--- src/rtl/ifetch_buffer.sv ---
// Instruction prefetch queue: credit-limited sequential fetch, in-order responses, PC-tagged FIFO to decode.
// Optional IFB_STATS_EN adds empty-cycle and dropped-response counters.
module ifetch_buffer #(
  parameter int          DEPTH           = 4,
  parameter logic [63:0] RESET_PC        = 64'h0000_0000_8000_0000,
  parameter int          MAX_OUTSTANDING = 2
) (
  input  logic        clk,
  input  logic        rst_n,
  input  logic        redirect_i,
  input  logic [63:0] redirect_pc_i,
  output logic        req_valid_o,
  output logic [63:0] req_addr_o,
  input  logic        req_ready_i,
  input  logic        rsp_valid_i,
  input  logic [31:0] rsp_data_i,
  output logic        instr_valid_o,
  output logic [31:0] instr_o,
  output logic [63:0] pc_o,
  input  logic        instr_ready_i
`ifdef IFB_STATS_EN
  ,
  output logic [31:0] stat_empty_cycles_o,
  output logic [31:0] stat_dropped_o
`endif
);
  localparam int PW = $clog2(DEPTH);
  localparam int CW = PW + 1;
  localparam int OW = $clog2(MAX_OUTSTANDING) + 1;

  logic [63:0]   r_fetch_pc, r_rsp_pc;
  logic [CW-1:0] r_cnt;
  logic [OW-1:0] r_out, r_drop;
  logic [PW-1:0] r_wptr, r_rptr;
  logic [31:0]   r_mem_d  [DEPTH];
  logic [63:0]   r_mem_pc [DEPTH];
  logic [31:0]   r_last_d;
  logic [63:0]   r_last_pc;

  logic [63:0]   w_tgt;
  logic [31:0]   w_used;
  logic          w_hs, w_rsp, w_drop_rsp, w_push, w_pop;
  logic [OW-1:0] w_out_nxt;

  assign w_tgt  = redirect_pc_i & ~64'd3;
  // Slots already promised: buffered entries plus responses still expected to land.
  assign w_used = 32'(r_cnt) + 32'(r_out) - 32'(r_drop);

  assign req_valid_o = rst_n && !redirect_i && (32'(r_out) < 32'(MAX_OUTSTANDING))
                       && (w_used < 32'(DEPTH));
  assign req_addr_o  = r_fetch_pc;

  assign w_hs       = req_valid_o && req_ready_i;
  assign w_rsp      = rsp_valid_i && (r_out != '0);
  assign w_drop_rsp = w_rsp && (redirect_i || (r_drop != '0));
  assign w_push     = w_rsp && !w_drop_rsp;
  assign w_pop      = instr_valid_o && instr_ready_i && !redirect_i;
  assign w_out_nxt  = r_out + OW'(w_hs) - OW'(w_rsp);

  assign instr_valid_o = (r_cnt != '0);
  assign instr_o       = instr_valid_o ? r_mem_d[r_rptr]  : r_last_d;
  assign pc_o          = instr_valid_o ? r_mem_pc[r_rptr] : r_last_pc;

  always_ff @(posedge clk) begin
    if (w_push) begin
      r_mem_d[r_wptr]  <= rsp_data_i;
      r_mem_pc[r_wptr] <= r_rsp_pc;
    end
  end

  always_ff @(posedge clk or negedge rst_n) begin
    if (!rst_n) begin
      r_fetch_pc <= RESET_PC;
      r_rsp_pc   <= RESET_PC;
      r_cnt      <= '0;
      r_out      <= '0;
      r_drop     <= '0;
      r_wptr     <= '0;
      r_rptr     <= '0;
      r_last_d   <= '0;
      r_last_pc  <= '0;
    end else begin
      r_out <= w_out_nxt;
      // Shadow of the visible head so outputs hold once the FIFO empties.
      if (instr_valid_o) begin
        r_last_d  <= r_mem_d[r_rptr];
        r_last_pc <= r_mem_pc[r_rptr];
      end
      if (redirect_i) begin
        r_cnt      <= '0;
        r_wptr     <= '0;
        r_rptr     <= '0;
        r_fetch_pc <= w_tgt;
        r_rsp_pc   <= w_tgt;
        r_drop     <= w_out_nxt;
      end else begin
        if (w_hs)   r_fetch_pc <= r_fetch_pc + 64'd4;
        if (w_push) begin
          r_wptr   <= r_wptr + PW'(1);
          r_rsp_pc <= r_rsp_pc + 64'd4;
        end
        if (w_pop)  r_rptr <= r_rptr + PW'(1);
        r_cnt <= r_cnt + CW'(w_push) - CW'(w_pop);
        if (w_rsp && (r_drop != '0)) r_drop <= r_drop - OW'(1);
      end
    end
  end

`ifdef IFB_STATS_EN
  always_ff @(posedge clk or negedge rst_n) begin
    if (!rst_n) begin
      stat_empty_cycles_o <= '0;
      stat_dropped_o      <= '0;
    end else begin
      if (!instr_valid_o && instr_ready_i && (stat_empty_cycles_o != 32'hFFFF_FFFF))
        stat_empty_cycles_o <= stat_empty_cycles_o + 32'd1;
      if (w_drop_rsp && (stat_dropped_o != 32'hFFFF_FFFF))
        stat_dropped_o <= stat_dropped_o + 32'd1;
    end
  end
`endif

  a_rsp_expected: assert property (@(posedge clk) disable iff (!rst_n)
    rsp_valid_i |-> (r_out != '0));
endmodule

--- config.mk ---
export PLATFORM = sky130hd
export DESIGN_NAME = ifetch_buffer
export DESIGN_NICKNAME = d
export VERILOG_FILES = /design/src/rtl/ifetch_buffer.sv
export SDC_FILE = /design/constraint.sdc
export NUM_CORES = 1
export LEC_CHECK = 0
export CAP_MARGIN = 5
export CORE_UTILIZATION = 57
export DETAILED_ROUTE_END_ITERATION = 8
export DONT_BUFFER_PORTS = 1
export PLACE_DENSITY = 0.87
export SYNTH_ARGS = -nofsm -noshare
export SYNTH_HDL_FRONTEND = slang
export SYNTH_SLANG_ARGS = --single-unit
--- constraint.sdc ---
create_clock -name clk -period 3.5 [get_ports clk]
set_clock_uncertainty 0.05 [all_clocks]
set_input_delay 0.7 -clock clk [delete_from_list [all_inputs] [get_ports clk]]
set_output_delay 0.7 -clock clk [all_outputs]
set_load 0.01 [all_outputs]
After elaboration in Yosys (flattened, before gate mapping)
Memories as Yosys holds them, arrays and structs flattened. Cells that the tools add are included.

Add/subtract/negate cells: 11. $lt $le $gt $ge: 2. Multiplexer cells: 15. Reductions and logical operators: 20.

Operators with widths (number): 64-bit two-way mux (5); 64-bit by 3-bit adder with 64-bit output (second input constant) (2); 32-bit by 3-bit < comparator with 1-bit output (second input constant) (1); 32-bit two-way mux (1); 2-bit two-way mux (6); 2-bit nonzero test (6); 1-bit logical AND (10); 4-bit by 2-bit subtractor with 5-bit output (1); 2-bit by 1-bit adder with 2-bit output (second input constant) (2); 3-bit by 2-bit adder with 4-bit output (1); 3-bit by 1-bit adder with 3-bit output (1); 3-bit two-way mux (1); 3-bit nonzero test (1); 3-bit by 1-bit subtractor with 3-bit output (1); 2-bit by 1-bit adder with 2-bit output (1); 1-bit zero test (2); 2-bit < comparator (second input constant) (1); 1-bit two-way mux (2); 2-bit by 1-bit subtractor with 2-bit output (1); 2-bit by 1-bit subtractor with 2-bit output (second input constant) (1); 1-bit logical OR (1).

Bits in registers: 235. Memory bits (writable): 384. Output and inout port bits: 162. Logic and storage cells: 59. Memories kept: 2.

Memories: r_mem_pc (words 4, bits a word 64, read ports 1, clocked after memory_dff 0, write ports 1, line 36) `logic [63:0] r_mem_pc [DEPTH];`; r_mem_d (words 4, bits a word 32, read ports 1, clocked after memory_dff 0, write ports 1, line 35) `logic [31:0] r_mem_d [DEPTH];`.

Depth between registers and ports, before layout
Depth after elaboration: 8. Gate-level depth with buffers: 17. Gate-level depth less buffers: 15.

Worst setup path after synthesis
No wires, ideal clock.

Kind: input to register. From: in rsp_valid_i. To: mem r_mem_d[0][0], enable pin. Setup time: 0.463 ns. Data arrival time: 3.557 ns. Required time: 2.987 ns. Path slack: -0.570 ns. Stages: 5. Cells stage by stage: o21ai_0 > inv_1 > nand2_1 > nor2_1 > and2_1.

Longest elaborated chain between the ends: 6.

Ends and longest elaborated chain: from (decl) (line 15) `input logic rsp_valid_i,`; 1-bit logical AND (*) (line 54) `assign w_rsp = rsp_valid_i && (r_out != '0);`; 1-bit logical AND (line 55) `assign w_drop_rsp = w_rsp && (redirect_i || (r_drop != '0));`; 1-bit zero test (line 56) `assign w_push = w_rsp && !w_drop_rsp;`; 1-bit logical AND (*) (line 56); 1-bit two-way mux (*) (line 65) `if (w_push) begin`; 1-bit two-way mux (not written as such) (*) (line 66) `r_mem_d[r_wptr] <= rsp_data_i;`; to (decl) (line 35).

Every way passes the cells marked *; elsewhere a longest branch is shown, timed or not.

Final worst setup path
From: reg r_out[1]. To: out req_valid_o.

Longest elaborated chain between the ends: 4. Elaborated cells between the ends (all ways): 6. Classes of those cells: add/sub: 2; order compare: 2; reduce/logical: 2.

Ends and longest elaborated chain: from (decl) (line 33) `logic [OW-1:0] r_out, r_drop;`; from (signal assigned) (line 83) `r_out <= w_out_nxt;`; 3-bit by 2-bit adder with 4-bit output (line 47) `assign w_used = 32'(r_cnt) + 32'(r_out) - 32'(r_drop);`; 4-bit by 2-bit subtractor with 5-bit output (line 47); 32-bit by 3-bit < comparator with 1-bit output (line 50) `&& (w_used < 32'(DEPTH));`; 1-bit logical AND (*) (line 50); to (decl) (line 12) `output logic req_valid_o,`.

Marked as above.

==> impl_metrics.json <==
{
  "status": "finished with violations",
  "violations": "negative hold slack, negative setup slack",
  "critical_path.top_delay_family": "adder cells",
  "hold_slack_ns": -0.275,
  "syn_area_per_cell_um2": 13.9,
  "cap_violations": 0,
  "seq_area_frac_synth_pct": 67.8,
  "num_vias": 15600,
  "antenna_found_initial": 4,
  "postRouteAntennaNets": 0,
  "p_seq_share_pct": 44.9,
  "numPortBuffers": 0,
  "yosys.area_share.simple_pct": 13.1,
  "p_switching_uw": 6710,
  "syn_inst": 1811,
  "synth_seq_cells": 607,
  "met2WireLength_um": 29400,
  "die_y_um": 212,
  "die-area_um2": 45000,
  "synth-adder-area-share_pct": 0.905,
  "path_buf_inv": 3,
  "cts-buffers-inserted": 60,
  "tightest_slew_ns": 0.807,
  "grt_overflow": 0,
  "cpPeakStageDelay_ns": 0.53,
  "synth_compound_area_share_pct": 3.88,
  "hpwlAfterDp_um": 38700,
  "fin_nets": 1974,
  "core_area_um2": 43400,
  "hold_class": "input port to async pin",
  "synthXorXnorAreaFrac_pct": 2.85,
  "grt_pass1_wl_um": 93600,
  "rows": 76,
  "crit_arrival_ns": 2.91,
  "viasPerCell": 6.25,
  "async_flop_share_pct": 38.1,
  "synth_flop_cell": "edfxtp_1",
  "fin_crit_sh_pct": 105,
  "cp-start-kind": "register",
  "m1WireLength_um": 23200,
  "grt_pass1_vias": 15800,
  "ir_worst_vdd_mv": 0.488,
  "crit_path_cell_trace": "inv_2 -> fa_1 -> inv_1 -> ha_1 -> and3b_1 -> or4_4 -> a21oi_2 -> buf_6",
  "synth_top_family_by_area": "simple AND/OR/NAND/NOR gates",
  "cts_max_path_buffers": 3,
  "synth_area_um2": 25200,
  "clkTransAtPathRegs_ns": 0.06,
  "power_density_nw_per_um2": 735,
  "setup_viol": 2,
  "finalCriticalPeriod_ns": 3.66,
  "top_layer_used": "met5",
  "wl_um": 61100,
  "final_layout_size_suffix_gt1_share_pct": 16.4,
  "worst_slack_ns": -0.158,
  "clkPwrFrac_pct": 31.2,
  "synth_warnings": 0,
  "cts_sinks": 607,
  "drv_slew": 0,
  "worst-path-max-fanout": 2,
  "pwr-share-comb_pct": 23.9,
  "slew_headroom_pct": 46.2,
  "cts_tree": "built",
  "final-hold-violation-count": 229,
  "worstPathRequired_ns": 2.75,
  "final_core_util_pct": 65.4,
  "start_util_pct": 58.1,
  "first_iter_violations": 1510,
  "p_leak_uw": 0.0104,
  "p_int_uw": 14100,
  "pre_cts_ws_ns": -0.0754,
  "crit_type": "register to output pin",
  "ys_types": 58,
  "total_power_uw": 20800,
  "drc": 0,
  "cts_root_buf": "clkbuf_16",
  "grt_util_all_layers_pct": 27.8,
  "place.gp.congestion": 0.926,
  "wire_per_inst_um": 24.5,
  "clk_latency_ns": 0.63,
  "ios": 264,
  "critPathCaptureType": "output pin",
  "fin_setup_tns_ns": -0.213,
  "fmax_ghz": 0.273,
  "worst_path_max_delay_cell": "or4_4",
  "swShare_pct": 32.2,
  "wl_met3_um": 6070,
  "fp.dieW_um": 212,
  "syn_to_final_growth_pct": 12.7,
  "grt_setup_unrepaired": "true",
  "drt-pass1-iter-count": 6,
  "h-tree-depth": 2,
  "synth_edf_count": 376,
  "grt_max_degree": 234,
  "yosys-mux-area-fraction_pct": 9.58
}
==> stage by stage <==
stage | std cells | hold slack (ns) | area, µm²
after floorplan | 1812 | 0.354 | 25200
after global placement | 2354 | 0.362 | 26100
after detailed placement | 2354 | 0.360 | 26100
after CTS | 2493 | -0.304 | 28300
after global routing | 2493 | -0.297 | 28400
final | 2495 | -0.275 | 28400
==> area by class of cell <==
class                           instances  area [µm²]
Sequential cell                       607       17100
Timing Repair Buffer                   61         681
Inverter                               38         144
Clock buffer                           84        1700
Antenna cell                            3        7.51
Clock inverter                         30         299
Multi-Input combinational cell       1087        7720
Tap cell                              585         732
Fill cell                            3019       15000
==> cells in the mapped netlist (15+ instances only) <==
master	n	share of area (%)
nor4_1	18	0.45
ha_1	15	0.75
o21ai_0	63	1.3
o211ai_1	23	0.69
nand3_1	66	1.3
nor3_1	35	0.70
xnor2_1	48	1.7
a21oi_1	24	0.48
xor2_1	34	1.2
nor2_1	57	0.85
clkbuf_1	57	0.85
mux4_2	94	8.4
mux2_2	20	0.89
and2_1	15	0.37
dfrtp_1	229	23
inv_1	37	0.55
nand4_1	45	1.1
nand2_1	398	5.9
edfxtp_1	376	45
o311ai_0	16	0.56
and3_1	20	0.50
==> path summary, 6_finish.rpt <==
check / start / end / slack [ns] / cells past startpoint
worst max-delay path: r_out[1] / req_valid_o / -0.16 / 8
worst min-delay path: rst_n / r_last_pc[33] / -0.27 / 0
worst max register to register: r_out[1] / r_drop[1] / -0.05 / 16
worst min register to register: r_last_d[0] / r_last_d[0] / 0.48 / 2
max in group asynchronous: rst_n / req_addr_o[31] / 3.27 / 0
min in group clk: redirect_i / r_rsp_pc[31] / 0.12 / 1
==> cell families after synthesis <==
kind of cell,count (synthesis)
XOR/XNOR,82
AO/OA/AOI/OAI,156
adder cells (fa/ha/maj),17
flip-flops,607
AND/OR/NAND/NOR,709
buffers and inverters,118
multiplexers,121
other,1
==> power by group through the flow <==
stage          Combinational (µW)  Sequential [µW]  Clock [µW]
6_report                     4990             9350        6500
5_1_grt                      5510             9460        6840
4_1_cts                      5060             9340        6580
3_5_place_dp                 4870             9470           0
3_3_place_gp                 4720             9410           0
2_1_floorplan                3710             9170           0
==> state kept, by name (all words and copies together), names as in the netlist <==
name / cells
req_addr_o: 62
r_wptr: 2
r_drop: 2
r_cnt: 3
r_last_pc: 64
r_mem_d: 128
r_rsp_pc: 62
r_out: 2
r_last_d: 32
r_mem_pc: 248
r_rptr: 2
==> layer usage <==
layer,global-route usage [%],vias up
met5,0,-
met4,12.1,2
met3,7.65,148
met2,44.7,805
met1,35.8,7865
li1,-,6779
==> layout by cell type, fill, tap and decap left out, types with 13 or more instances in the layout <==
cell	n
a21oi_1	23
and3_1	20
buf_12	16
buf_4	40
clkbuf_1	15
clkbuf_16	62
clkinv_2	13
dfrtp_1	227
edfxtp_1	376
ha_1	14
inv_1	33
mux2_2	20
mux4_2	94
nand2_1	397
nand3_1	66
nand4_1	45
nor2_1	56
nor3_1	34
nor4_1	17
o211ai_1	23
o21ai_0	63
o311ai_0	16
xnor2_1	46
xor2_1	34
==> timing repair <==
action                                  4_1_cts  5_1_grt
pin swaps                                     7        6
buffers inserted                             25        2
endpoints found under the setup margin       24      101
gates resized for setup                       6       11
hold endpoints to repair                    231      229
No activity file was read; power rests on OpenSTA's default activity.
